**src/rtl/nios2_oci_trace_pkg.sv**
```systemverilog
// Shared types and constants for the OCI trace monitor.
// State encoding, saturation limits and the width helper used by the FIFO and the top level.
package nios2_oci_trace_pkg;

  typedef enum logic [1:0] {
    RUN   = 2'd0,
    FLUSH = 2'd1,
    DONE  = 2'd2
  } trace_state_t;

  localparam logic [31:0] CAPTURE_MAX = '1;
  localparam logic [15:0] LOST_MAX    = '1;

  // Ceiling log2, used to size pointers and the occupancy output.
  function automatic int clog2(input int value);
    int r;
    int v;
    r = 0;
    v = value - 1;
    while (v > 0) begin
      r++;
      v = v >> 1;
    end
    return r;
  endfunction

endpackage

```
**src/rtl/nios2_oci_trace_monitor_if.sv**
```systemverilog
// Trace capture and drain bundle between the packer/drain side (master) and the monitor (slave).
interface nios2_oci_trace_monitor_if #(
  parameter int DCT_W = 30,
  parameter int CNT_W = 4
);
  logic [DCT_W-1:0]       dct_buffer;
  logic [CNT_W-1:0]       dct_count;
  logic                   dct_valid;
  logic                   rd_req;
  logic                   rd_valid;
  logic [DCT_W+CNT_W-1:0] rd_data;

  modport master (
    output dct_buffer, dct_count, dct_valid, rd_req,
    input  rd_valid, rd_data
  );

  modport slave (
    input  dct_buffer, dct_count, dct_valid, rd_req,
    output rd_valid, rd_data
  );
endinterface

```
**src/rtl/nios2_oci_trace_fifo.sv**
```systemverilog
// Trace entry FIFO: array storage with registered read, extra-MSB pointers,
// and either drop-newest or overwrite-oldest behaviour when full.
module nios2_oci_trace_fifo
  import nios2_oci_trace_pkg::*;
#(
  parameter int W         = 34,
  parameter int DEPTH     = 16,
  parameter int WRAP_MODE = 0,
  localparam int AW       = clog2(DEPTH),
  localparam int PW       = AW + 1
) (
  input  logic          clk,
  input  logic          reset_n,
  input  logic          push,
  input  logic          pop,
  input  logic [W-1:0]  din,
  output logic [W-1:0]  dout,
  output logic          dout_valid,
  output logic [PW-1:0] level,
  output logic          empty,
  output logic          accepted,
  output logic          lost
);

  logic [W-1:0]  mem [DEPTH];
  logic [PW-1:0] wr_ptr_reg, rd_ptr_reg;
  logic [PW-1:0] wr_ptr_next, rd_ptr_next;
  logic [W-1:0]  dout_reg;
  logic          dout_valid_reg;
  logic          full, do_pop, do_write, do_drop, do_evict;

  assign level = wr_ptr_reg - rd_ptr_reg;
  assign empty = (wr_ptr_reg == rd_ptr_reg);
  assign full  = (wr_ptr_reg[AW] != rd_ptr_reg[AW]) &&
                 (wr_ptr_reg[AW-1:0] == rd_ptr_reg[AW-1:0]);
  assign do_pop = pop && !empty;

  // A pop in the same cycle always frees a slot, so only a lone push into a full FIFO loses data.
  always_comb begin
    do_write = 1'b0;
    do_drop  = 1'b0;
    do_evict = 1'b0;
    if (push) begin
      if (!full || do_pop) begin
        do_write = 1'b1;
      end else if (WRAP_MODE != 0) begin
        do_write = 1'b1;
        do_evict = 1'b1;
      end else begin
        do_drop = 1'b1;
      end
    end
  end

  assign accepted    = do_write;
  assign lost        = do_drop || do_evict;
  assign wr_ptr_next = wr_ptr_reg + PW'(do_write);
  assign rd_ptr_next = rd_ptr_reg + PW'(do_pop || do_evict);

  always_ff @(posedge clk) begin
    if (do_write) begin
      mem[wr_ptr_reg[AW-1:0]] <= din;
    end
  end

  // Read-before-write: a push+pop on the same slot returns the old entry.
  always_ff @(posedge clk or negedge reset_n) begin
    if (!reset_n) begin
      wr_ptr_reg     <= '0;
      rd_ptr_reg     <= '0;
      dout_reg       <= '0;
      dout_valid_reg <= 1'b0;
    end else begin
      wr_ptr_reg     <= wr_ptr_next;
      rd_ptr_reg     <= rd_ptr_next;
      dout_valid_reg <= do_pop;
      if (do_pop) begin
        dout_reg <= mem[rd_ptr_reg[AW-1:0]];
      end
    end
  end

  assign dout       = dout_reg;
  assign dout_valid = dout_valid_reg;

endmodule

```
**src/rtl/nios2_oci_trace_monitor.sv**
```systemverilog
// OCI trace monitor: captures packer words into a FIFO, counts captures/losses, sequences end-of-test.
// Optional macro NIOS2_OCI_TRACE_DISPLAY_EN enables simulation-only trace and summary printing.
module nios2_oci_trace_monitor
  import nios2_oci_trace_pkg::*;
#(
  parameter int DCT_W     = 30,
  parameter int CNT_W     = 4,
  parameter int DEPTH     = 16,
  parameter int WRAP_MODE = 0,
  localparam int LEVEL_W  = clog2(DEPTH) + 1
) (
  input  logic                 clk,
  input  logic                 reset_n,
  nios2_oci_trace_monitor_if.slave bus,
  input  logic                 test_ending,
  input  logic                 test_has_ended,
  output logic [LEVEL_W-1:0]   fifo_level,
  output logic [31:0]          capture_count,
  output logic [15:0]          lost_count,
  output logic                 overflow,
  output logic                 end_done
);

  trace_state_t       state_reg;
  logic               end_done_reg;
  logic               overflow_reg;
  logic [31:0]        capture_count_reg;
  logic [15:0]        lost_count_reg;
  logic               push, fifo_empty, fifo_accepted, fifo_lost, last_pop;
  logic [LEVEL_W-1:0] level;

  assign push = bus.dct_valid && (bus.dct_count != '0) && (state_reg == RUN);

  nios2_oci_trace_fifo #(
    .W         (DCT_W + CNT_W),
    .DEPTH     (DEPTH),
    .WRAP_MODE (WRAP_MODE)
  ) u_fifo (
    .clk        (clk),
    .reset_n    (reset_n),
    .push       (push),
    .pop        (bus.rd_req),
    .din        ({bus.dct_count, bus.dct_buffer}),
    .dout       (bus.rd_data),
    .dout_valid (bus.rd_valid),
    .level      (level),
    .empty      (fifo_empty),
    .accepted   (fifo_accepted),
    .lost       (fifo_lost)
  );

  // FLUSH never pushes, so the FIFO is empty after this cycle if it already is or the last entry is popped.
  assign last_pop = (level == LEVEL_W'(1)) && bus.rd_req;

  always_ff @(posedge clk or negedge reset_n) begin
    if (!reset_n) begin
      state_reg    <= RUN;
      end_done_reg <= 1'b0;
    end else if (test_has_ended) begin
      state_reg    <= DONE;
      end_done_reg <= 1'b1;
    end else begin
      case (state_reg)
        RUN: begin
          if (test_ending) begin
            state_reg <= FLUSH;
          end
        end
        FLUSH: begin
          if (fifo_empty || last_pop) begin
            state_reg    <= DONE;
            end_done_reg <= 1'b1;
          end
        end
        DONE: begin
          end_done_reg <= 1'b1;
        end
        default: begin
          state_reg    <= RUN;
          end_done_reg <= 1'b0;
        end
      endcase
    end
  end

  always_ff @(posedge clk or negedge reset_n) begin
    if (!reset_n) begin
      capture_count_reg <= '0;
      lost_count_reg    <= '0;
      overflow_reg      <= 1'b0;
    end else begin
      if (fifo_accepted && (capture_count_reg != CAPTURE_MAX)) begin
        capture_count_reg <= capture_count_reg + 32'd1;
      end
      if (fifo_lost) begin
        overflow_reg <= 1'b1;
        if (lost_count_reg != LOST_MAX) begin
          lost_count_reg <= lost_count_reg + 16'd1;
        end
      end
    end
  end

  assign fifo_level    = level;
  assign capture_count = capture_count_reg;
  assign lost_count    = lost_count_reg;
  assign overflow      = overflow_reg;
  assign end_done      = end_done_reg;

`ifdef NIOS2_OCI_TRACE_DISPLAY_EN
  logic summary_shown_reg;

  always_ff @(posedge clk or negedge reset_n) begin
    if (!reset_n) begin
      summary_shown_reg <= 1'b0;
    end else begin
      if (fifo_accepted) begin
        $display("TRACE t=%0t cnt=%0d buf=%h", $time, bus.dct_count, bus.dct_buffer);
      end
      if ((state_reg == DONE) && !summary_shown_reg) begin
        summary_shown_reg <= 1'b1;
        $display("TRACE summary capture_count=%0d lost_count=%0d overflow=%0b",
                 capture_count_reg, lost_count_reg, overflow_reg);
      end
    end
  end
`else
`endif

endmodule

```
**src/flat_wrapper.sv**
```systemverilog
// flat-port wrapper written by rule: the top's interface ports become plain ports
module nios2_oci_trace_monitor_flat import nios2_oci_trace_pkg::*;
#(
  parameter int DCT_W     = 30,
  parameter int CNT_W     = 4,
  parameter int DEPTH     = 16,
  parameter int WRAP_MODE = 0,
  localparam int LEVEL_W  = clog2(DEPTH) + 1
)
  (clk, reset_n, test_ending, test_has_ended, fifo_level, capture_count, lost_count, overflow, end_done, bus_dct_buffer, bus_dct_count, bus_dct_valid, bus_rd_req, bus_rd_valid, bus_rd_data);
  nios2_oci_trace_monitor_if #(.DCT_W(DCT_W), .CNT_W(CNT_W)) bus_i ();
  input  logic clk;
  input  logic reset_n;
  input  logic test_ending;
  input  logic test_has_ended;
  output logic [LEVEL_W-1:0] fifo_level;
  output logic [31:0] capture_count;
  output logic [15:0] lost_count;
  output logic overflow;
  output logic end_done;
  input wire logic [$bits(bus_i.dct_buffer)-1:0] bus_dct_buffer;
  input wire logic [$bits(bus_i.dct_count)-1:0] bus_dct_count;
  input wire logic [$bits(bus_i.dct_valid)-1:0] bus_dct_valid;
  input wire logic [$bits(bus_i.rd_req)-1:0] bus_rd_req;
  output wire logic [$bits(bus_i.rd_valid)-1:0] bus_rd_valid;
  output wire logic [$bits(bus_i.rd_data)-1:0] bus_rd_data;
  assign bus_i.dct_buffer = bus_dct_buffer;
  assign bus_i.dct_count = bus_dct_count;
  assign bus_i.dct_valid = bus_dct_valid;
  assign bus_i.rd_req = bus_rd_req;
  assign bus_rd_valid = bus_i.rd_valid;
  assign bus_rd_data = bus_i.rd_data;
  nios2_oci_trace_monitor #(.DCT_W(DCT_W), .CNT_W(CNT_W), .DEPTH(DEPTH), .WRAP_MODE(WRAP_MODE)) u_core (.clk(clk), .reset_n(reset_n), .bus(bus_i), .test_ending(test_ending), .test_has_ended(test_has_ended), .fifo_level(fifo_level), .capture_count(capture_count), .lost_count(lost_count), .overflow(overflow), .end_done(end_done));
endmodule
```
**config.mk**
```make
export PLATFORM = sky130hd
export DESIGN_NAME = nios2_oci_trace_monitor_flat
export DESIGN_NICKNAME = d
export VERILOG_FILES = /design/src/rtl/nios2_oci_trace_pkg.sv /design/src/rtl/nios2_oci_trace_monitor_if.sv /design/src/rtl/nios2_oci_trace_fifo.sv /design/src/rtl/nios2_oci_trace_monitor.sv /design/src/flat_wrapper.sv
export SDC_FILE = /design/constraint.sdc
export NUM_CORES = 1
export LEC_CHECK = 0
export ABC_CLOCK_PERIOD_IN_PS = 7300
export BUFFER_PORTS_ARGS = -buffer_cell sky130_fd_sc_hd__buf_2
export CORE_MARGIN = 3
export CORE_UTILIZATION = 30
export DETAILED_ROUTE_END_ITERATION = 10
export PLACE_DENSITY = 0.48
export RECOVER_POWER = 25
export SLEW_MARGIN = 20
export SYNTH_ARGS = -nofsm -noshare
export SYNTH_HDL_FRONTEND = slang
export SYNTH_SLANG_ARGS = --single-unit
```
**constraint.sdc**
```tcl
create_clock -name clk -period 7.3 [get_ports clk]
set_input_delay 0.73 -clock clk [delete_from_list [all_inputs] [get_ports clk]]
set_output_delay 0.73 -clock clk [all_outputs]
set_load 0.005 [all_outputs]
```
==> results of run 1 <==
placed cells by master, fill, tap and decap left out, types with 21 or more instances in the layout:
cell       count
nand2_1       24
xnor2_1       21
dfrtp_1       94
edfxtp_1     544
mux4_2       170
clkbuf_16     74
clkbuf_1      42
mux2_2        38
buf_2        103
xor2_1        32
nand3_1       28
nor3_1        24
buf_4         25
worst max-delay path, cell delays in order (launching register included):
cell and delay (ns):
dfrtp_1 0.41, inv_2 0.06, buf_4 0.68, ha_1 0.46, nand4_1 0.26, or3_1 0.20, nand2_1 0.24, inv_1 0.26
nand3_1 0.35, nor3_4 0.69, buf_4 0.51
path summary, 6_finish.rpt:
check / start / end / slack, ns
setup / recovery: u_core.u_fifo.rd_ptr_reg[3] / u_core.u_fifo.mem[3][4] / 2.80
hold reg to reg: u_core.overflow / u_core.overflow / 0.48
hold / removal: test_has_ended / u_core.state_reg[1] / 0.45
min in group asynchronous: reset_n / u_core.u_fifo.rd_ptr_reg[2] / 0.70
setup reg to reg: u_core.u_fifo.rd_ptr_reg[3] / u_core.u_fifo.mem[3][4] / 2.80
max in group asynchronous: reset_n / u_core.u_fifo.dout[23] / 4.99
power by group:
part           leakage, nW  switching, mW  internal, mW
sequential            6.11          0.229          4.20
combinational         2.66           1.23          1.34
clock                 1.13           1.45          2.02
total                 9.90           2.91          7.56
through the flow:
| stage | cell area (um^2) | hold slack, ns | power (mW) |
|---|---|---|---|
| finish | 29370 | 0.4549 | 10.48 |
| global route | 29370 | 0.4286 | 11.01 |
| CTS | 29400 | 0.06703 | 10.70 |
| detailed placement | 27090 | 0.4722 | 7.174 |
| global placement | 27070 | 0.4761 | 7.144 |
| floorplan | 24990 | 0.4344 | 6.275 |
layout make-up:
cell class	count	area (um^2)
multi-input combinational	463	6076
sequential	641	18770
clock inverter	31	247.7
timing repair buffer	155	812.0
fill	7575	52870
clock buffer	101	2063
tap	1070	1339
inverter	17	63.81
kinds of logic after synthesis:
family | count (synthesis) | share of synthesized area, %
buffers and inverters | 62 | 1.176
AND/OR/NAND/NOR | 163 | 3.439
flip-flops | 641 | 75.07
adder cells (fa/ha/maj) | 14 | 0.7309
AO/OA/AOI/OAI | 25 | 0.6908
multiplexers | 208 | 17.03
XOR/XNOR | 53 | 1.857
layer usage:
layer	up-vias	wire length, um	share of wire [%]
li1	5190	-	-
met1	6427	26620	46
met2	272	27710	48
met3	84	2370	4.1
met4	2	1146	2.0
met5	-	13	0.022
==> flow_results.org, run 1 <==
** Outcome
- Outcome :: complete, but fails checks
- Violations in the final reports :: capacitance limit, slew limit

** Timing
- Setup violations remaining at the end of the flow were counted as 0.
- For the pin with the worst max-slew slack, the measured transition is 2.035 ns.
- Across all setup checks in the final design, the least slack found is 2.796 ns.
- Final-report hold violation count :: 0
- Post-route setup TNS :: 0 ns
- Clk_skew :: 0.02940 ns
- Period utilization :: 61.70%
- The final max-slew violation count came to 24.
- The smallest clock period supported by the final layout is computed as 4.504 ns.
- Maximum clock frequency :: 0.2220 GHz
- Setup repair after global routing left no endpoint under its margin.
- Worst rel slew slack :: -35.65%

** Die
- I/O pin count :: 130
- Initial standard-cell utilization of the core :: 30.39%
- In this run the vertical extent of the chip is 294.6 um.
- The die covers 86,810 um^2.
- The floorplan has 105 rows.
- The die is 294.6 um wide.
- The floorplan step defined a core boundary enclosing 82,240 um^2.

** Synthesis
- edfxtp_1 takes more of the synthesized area than any other cell.
- Nets in the synthesized netlist :: 1,220
- After synthesis, flip-flops and latches occupy 75.07% of the total area.
- After synthesis the cells add up to 24,990 um^2.
- Synthesis produced 1,166 cells.
- Portion of synthesized cell area occupied by the leading cell type :: 65.36%
- Ranked by total cell area, the synthesized netlist is headed by edfxtp_1 65%, mux4_2 15%, dfrtp_1 9.7%, mux2_2 1.7%, xor2_1 1.1%.
- Average size of a mapped cell :: 21.43 um^2
- Leading cell type by number of instances after synthesis :: edfxtp_1
- The most used flip-flop cell after synthesis is edfxtp_1.
- Yosys mapped a number of flops with a built-in enable equal to 544.
- The netlist uses 46 different library cells.
- Ys async rst share :: 15.13%
- Most numerous cell types in the synthesized netlist :: 544 x edfxtp_1, 170 x mux4_2, 97 x dfrtp_1
- Flop and latch count out of synthesis :: 641
- Yosys printed 0 warnings.

** Detailed routing
- After detailed routing, the number of vias per cell comes to 4.833.
- The final route contains 11,980 vias.
- Remaining routing DRC violations :: 0
- Number of nets with antenna violations after detailed routing :: 0
- WL final :: 57,860 um
- Drt first-iter violations :: 744
- In the final routed layout, each cell accounts on average for 23.35 um.
- For this run, the detailed router's first-pass iteration total came to 5.

** Cells and area
- Flip-flop count of the largest register after layout :: 544
- Final standard cell utilization of the core :: 35.72%
- Area growth, synth to finish :: 17.53%
- The net count of the finished layout is 1,405.
- The count of cells in the finished layout, fillers not included, comes to 2,478.
- Antenna diode instance count :: 0
- Of the cells placed in the final design, the portion with a size suffix greater than 1 is 33.24%.

** Global route
- Met1 track demand over resource :: 18.90%
- Grt met3 use :: 2.517%
- The initial antenna violation count came to 2.
- Total grt overflow :: 0
- Wire length of the first global-routing pass :: 86,520 um
- Most crowded layer after global routing :: met2
- Global-route track usage on met2 :: 21.80%
- Largest net degree at the start of global routing :: 76
- The number of global-route vias before repair is 12,830.
- Global routing consumed, over all layers together, 13.53% of the routing resources.

** Placement
- # placed instances :: 2,346
- The count of buffers added on input and output ports is 129.
- Detailed placement HPWL :: 32,610 um
- Pre-CTS setup slack :: 2.486 ns
- The congestion estimate from routability-driven global placement came to 0.7616.

** Hold path
- Min-Delay Path Depth :: 2
- Worst hold-check path type :: in -> reg

** Worst setup path
- Data arrives at the worst endpoint at 4.74 ns.
- The worst setup path is captured at a flop.
- The worst setup path is launched from a flop.
- STA puts the critical path data required time at 7.54 ns.
- Critical path type :: reg -> reg
- The worst register-to-register path has a depth of 10.
- Of all nets on the critical path, the largest fanout is 35.

** Clock network
- Num Clock Sinks :: 641
- Gates resized during post-CTS repair numbered 0.
- Clock slew seen by the registers of the worst setup and hold paths :: 0.06 ns
- Cts hold-fix bufs :: 0
- Clock tree from TritonCTS :: built
- Post-CTS timing repair inserted 0 buffers for setup.
- The later pin in the worst-skew pair is clocked with a latency of 0.61 ns.
- Root cell of the clock tree :: clkbuf_16
- In this run the deepest clock path goes through 3 buffers.
- CTS Buf Count :: 73
- In this run the number of H-tree levels came out at 3.

** Power
- Max rail drop VDD :: 0.1831 mV
- Static power due to leakage :: 9.895 nW
- Power density relative to cell area :: 356.7 nW/um^2

** Run
- Max-cap violations in this run came to 1.
No activity file was read; power rests on OpenSTA's default activity.
==> inputs of run 2 (changes only) <==
--- a/config.mk
+++ b/config.mk
@@ -5,7 +5,7 @@
 export SDC_FILE = /design/constraint.sdc
 export NUM_CORES = 1
 export LEC_CHECK = 0
-export ABC_CLOCK_PERIOD_IN_PS = 7300
+export ABC_CLOCK_PERIOD_IN_PS = 4600
 export BUFFER_PORTS_ARGS = -buffer_cell sky130_fd_sc_hd__buf_2
 export CORE_MARGIN = 3
 export CORE_UTILIZATION = 30
==> constraint.sdc (replaced) <==
create_clock -name clk -period 4.6 [get_ports clk]
set_input_delay 0.46 -clock clk [delete_from_list [all_inputs] [get_ports clk]]
set_output_delay 0.46 -clock clk [all_outputs]
set_load 0.005 [all_outputs]
==> run 2 against run 1 <==
  * Worst setup slack got worse by 1.9 ns
  * Final cell count increased by 0.16%
  * Die area unchanged
  * The flow now finishes without violations
  * Via count about the same
==> flow_results.org, run 2 (same netlist as run 1, synthesis figures left out) <==
** Outcome
- The flow ran to the end, and the final reports show no timing, DRC or antenna violations.

** Timing
- Final-report hold violation count :: 0 (unchanged)
- The final max-slew violation count is 0 (-100%).
- Clk_skew :: 0.02477 ns (-0.004635 ns)
- Actual slew at the worst max-slew pin :: 0.9576 ns (-1.077 ns)
- Post-route setup TNS :: 0 ns (unchanged)
- The part of the cycle the worst path needs is 79.61% (+18 points).
- Unrepaired setup endpoints after global routing :: false
- The post-layout minimum cycle time is 3.662 ns (-0.8421 ns).
- The worst-case headroom to the max-slew limit was 36.16% (+72 points).
- Maximum clock frequency :: 0.2731 GHz (+23%)
- The count of endpoints failing setup in the final report came to 0 (unchanged).

** Clock network
- The count of buffers added by post-CTS timing repair for setup is 0 (unchanged).
- The number of H-tree branching levels was 3 (unchanged).
- Root cell of the clock tree :: clkbuf_16
- The TritonCTS sink count was 641 (unchanged).
- Clock slew seen by the registers of the worst setup and hold paths :: 0.06 ns (about the same)
- The number of buffers created by CTS is 72 (-1.4%).
- Clock tree from TritonCTS :: built
- Worst-Skew Late Latency :: 0.63 ns (+0.02 ns)
- The number of buffers inserted for hold repair after clock tree synthesis was 0 (unchanged).
- The number of cells upsized or downsized after cts is 0 (unchanged).
- Buffers from clock root to sink, at most :: 3 (unchanged)

** Detailed routing
- Drt first-iter violations :: 895 (+20%)
- The number of antenna-violating nets in the routed design was 0 (unchanged).
- The total routed wirelength is 57,660 um (-0.35%).
- The residual DRC count was 0 (unchanged).
- Drt wl/cell :: 23.23 um (-0.51%)
- The number of vias in the routed layout came to 11,980 (+0.017%).
- Vias per cell :: 4.826 (-0.14%)
- The number of optimization iterations in the first detailed-route pass came to 5 (unchanged).

** Cells and area
- Post-route cell area :: 29,470 um^2 (+0.34%)
- The number of flip-flops in the largest register was 544 (unchanged).
- The filler cell count in the final layout came to 7,633 (+0.77%).
- Final Net Count :: 1,406 (+0.071%)
- The final core utilization came to 35.84% (+0.12 points).
- The layout cell share with drive strength beyond 1 is 32.60% (-0.64 points).
- The count of non-filler cells in the finished layout is 2,482 (+0.16%).
- The library cells used most frequently in the layout, excluding fill and tap cells, are 544 x edfxtp_1, 170 x mux4_2, 102 x buf_2.
- Leaving out fill and tap cells, the most frequent cell in the layout is edfxtp_1.
- Area growth, synth to finish :: 17.93%

** Die
- Initial standard-cell utilization of the core :: 30.39% (unchanged)
- The die outline width was 294.6 um (unchanged).
- I/O pin count :: 130 (unchanged)
- The die boundary height is 294.6 um (unchanged).
- Overall die area :: 86,810 um^2 (unchanged)
- Core ar. :: 82,240 um^2 (unchanged)
- Total number of placement rows :: 105 (unchanged)

** Power
- The largest voltage drop on the vdd net came to 0.5733 mV (+210%).
- Static power due to leakage :: 9.913 nW (+0.18%)
- The power per cell area is 567.1 nW/um^2 (+59%).

** Global route
- Number of antenna violations at the first check in global routing :: 4 (+2)
- The leftover overflow at the end of global routing was 0 (unchanged).
- The global routing usage summed across all routing layers was 13.46% (-0.071 points).
- The number of global-route vias before repair was 12,770 (-0.44%).
- The first-pass GRT wire length is 86,080 um (-0.50%).
- Largest net degree at the start of global routing :: 139 (+83%)

** Placement
- Global placer's final weighted congestion :: 0.7695 (+1.0%)
- # placed instances :: 2,347 (+0.043%)
- Detailed placement HPWL :: 32,320 um (-0.86%)
- The placement-stage cell area was 27,180 um^2 (+0.35%).
- Number of buffers added on ports :: 129 (unchanged)

** Worst setup path
- The data arrival time of the critical path is 3.89 ns (-0.85 ns).
- The maximum net fanout on the critical path came to 34 (-2.9%).
- Worst reg-to-reg setup slack :: 0.94 ns (-1.86 ns)
- Critical register-to-register path endpoint :: u_core.u_fifo.mem[3][4]
- The worst path required time came to 4.83 ns (-2.71 ns).
- The worst setup path is of the reg -> reg kind.
- The worst setup path is launched from a flop.
- R2r worst-path depth :: 8 (-2)
- The worst setup path is captured at a flop.
- In this run the critical register-to-register path is launched from u_core.u_fifo.wr_ptr_reg[2].

** Hold path
- Worst hold-check path type :: in -> reg
- The depth of the worst hold-timing path came to 2 (unchanged).
- The startpoint identified for the worst hold timing path is test_has_ended.
- Destination of the worst hold path :: u_core.state_reg[1]

** Run
- The number of max-cap violations was 0 (-1).
## run 2: critical path: stages (launching register included)
cell and delay, ns:
dfrtp_1 0.72, ha_1 0.41, nand4_1 0.24, or3_1 0.20, nand2_1 0.24, inv_1 0.27, nand3_1 0.36, nor3_4 0.22
buf_4 0.60
## run 2: final cells by class
cell class                 instances  area, um^2  area share (%)
antenna                            1       2.502        0.008490
clock buffer                     108        2028           6.881
timing repair buffer             157       907.1           3.078
inverter                          17       63.81          0.2165
tap                             1070        1339           4.542
multi-input combinational        463        6082           20.64
sequential                       641       18770           63.69
clock inverter                    25       280.3          0.9509
## run 2: stage by stage
step                      hold WS, ns  power, mW  worst slack, ns
final                          0.1508      16.72           0.9381
after global routing           0.1338      17.59           0.6197
after CTS                     0.04323      17.09           0.9090
after detailed placement       0.4607      11.44           0.9478
after global placement         0.4705      11.41            1.014
after floorplan                0.1644      9.961           0.2871
## run 2: routing by layer
layer	wire length, um	GRT usage [%]
met1	26210	18.71
met2	27450	21.30
met3	3010	3.112
met4	971	3.664
met5	26	0
## run 2: how the worst max path moves through the flow
stage / cells past startpoint / endpoint / startpoint
after global routing: 8 / u_core.u_fifo.mem[3][4] / u_core.u_fifo.wr_ptr_reg[2]
after global placement: 8 / u_core.u_fifo.mem[2][18] / u_core.u_fifo.wr_ptr_reg[2]
after floorplan: 9 / u_core.u_fifo.mem[4][0] / u_core.u_fifo.rd_ptr_reg[3]
final: 8 / u_core.u_fifo.mem[3][4] / u_core.u_fifo.wr_ptr_reg[2]
after CTS: 8 / u_core.u_fifo.mem[3][4] / u_core.u_fifo.wr_ptr_reg[2]
after detailed placement: 8 / u_core.u_fifo.mem[3][18] / u_core.u_fifo.wr_ptr_reg[2]
## run 2: where the power goes
group	switching (mW)	internal (mW)	leakage [nW]	total [mW]
clock	2.34	3.21	1.11	5.55
sequential	0.211	6.67	6.11	6.88
combinational	2.13	2.16	2.69	4.28
total	4.68	12.0	9.91	16.7
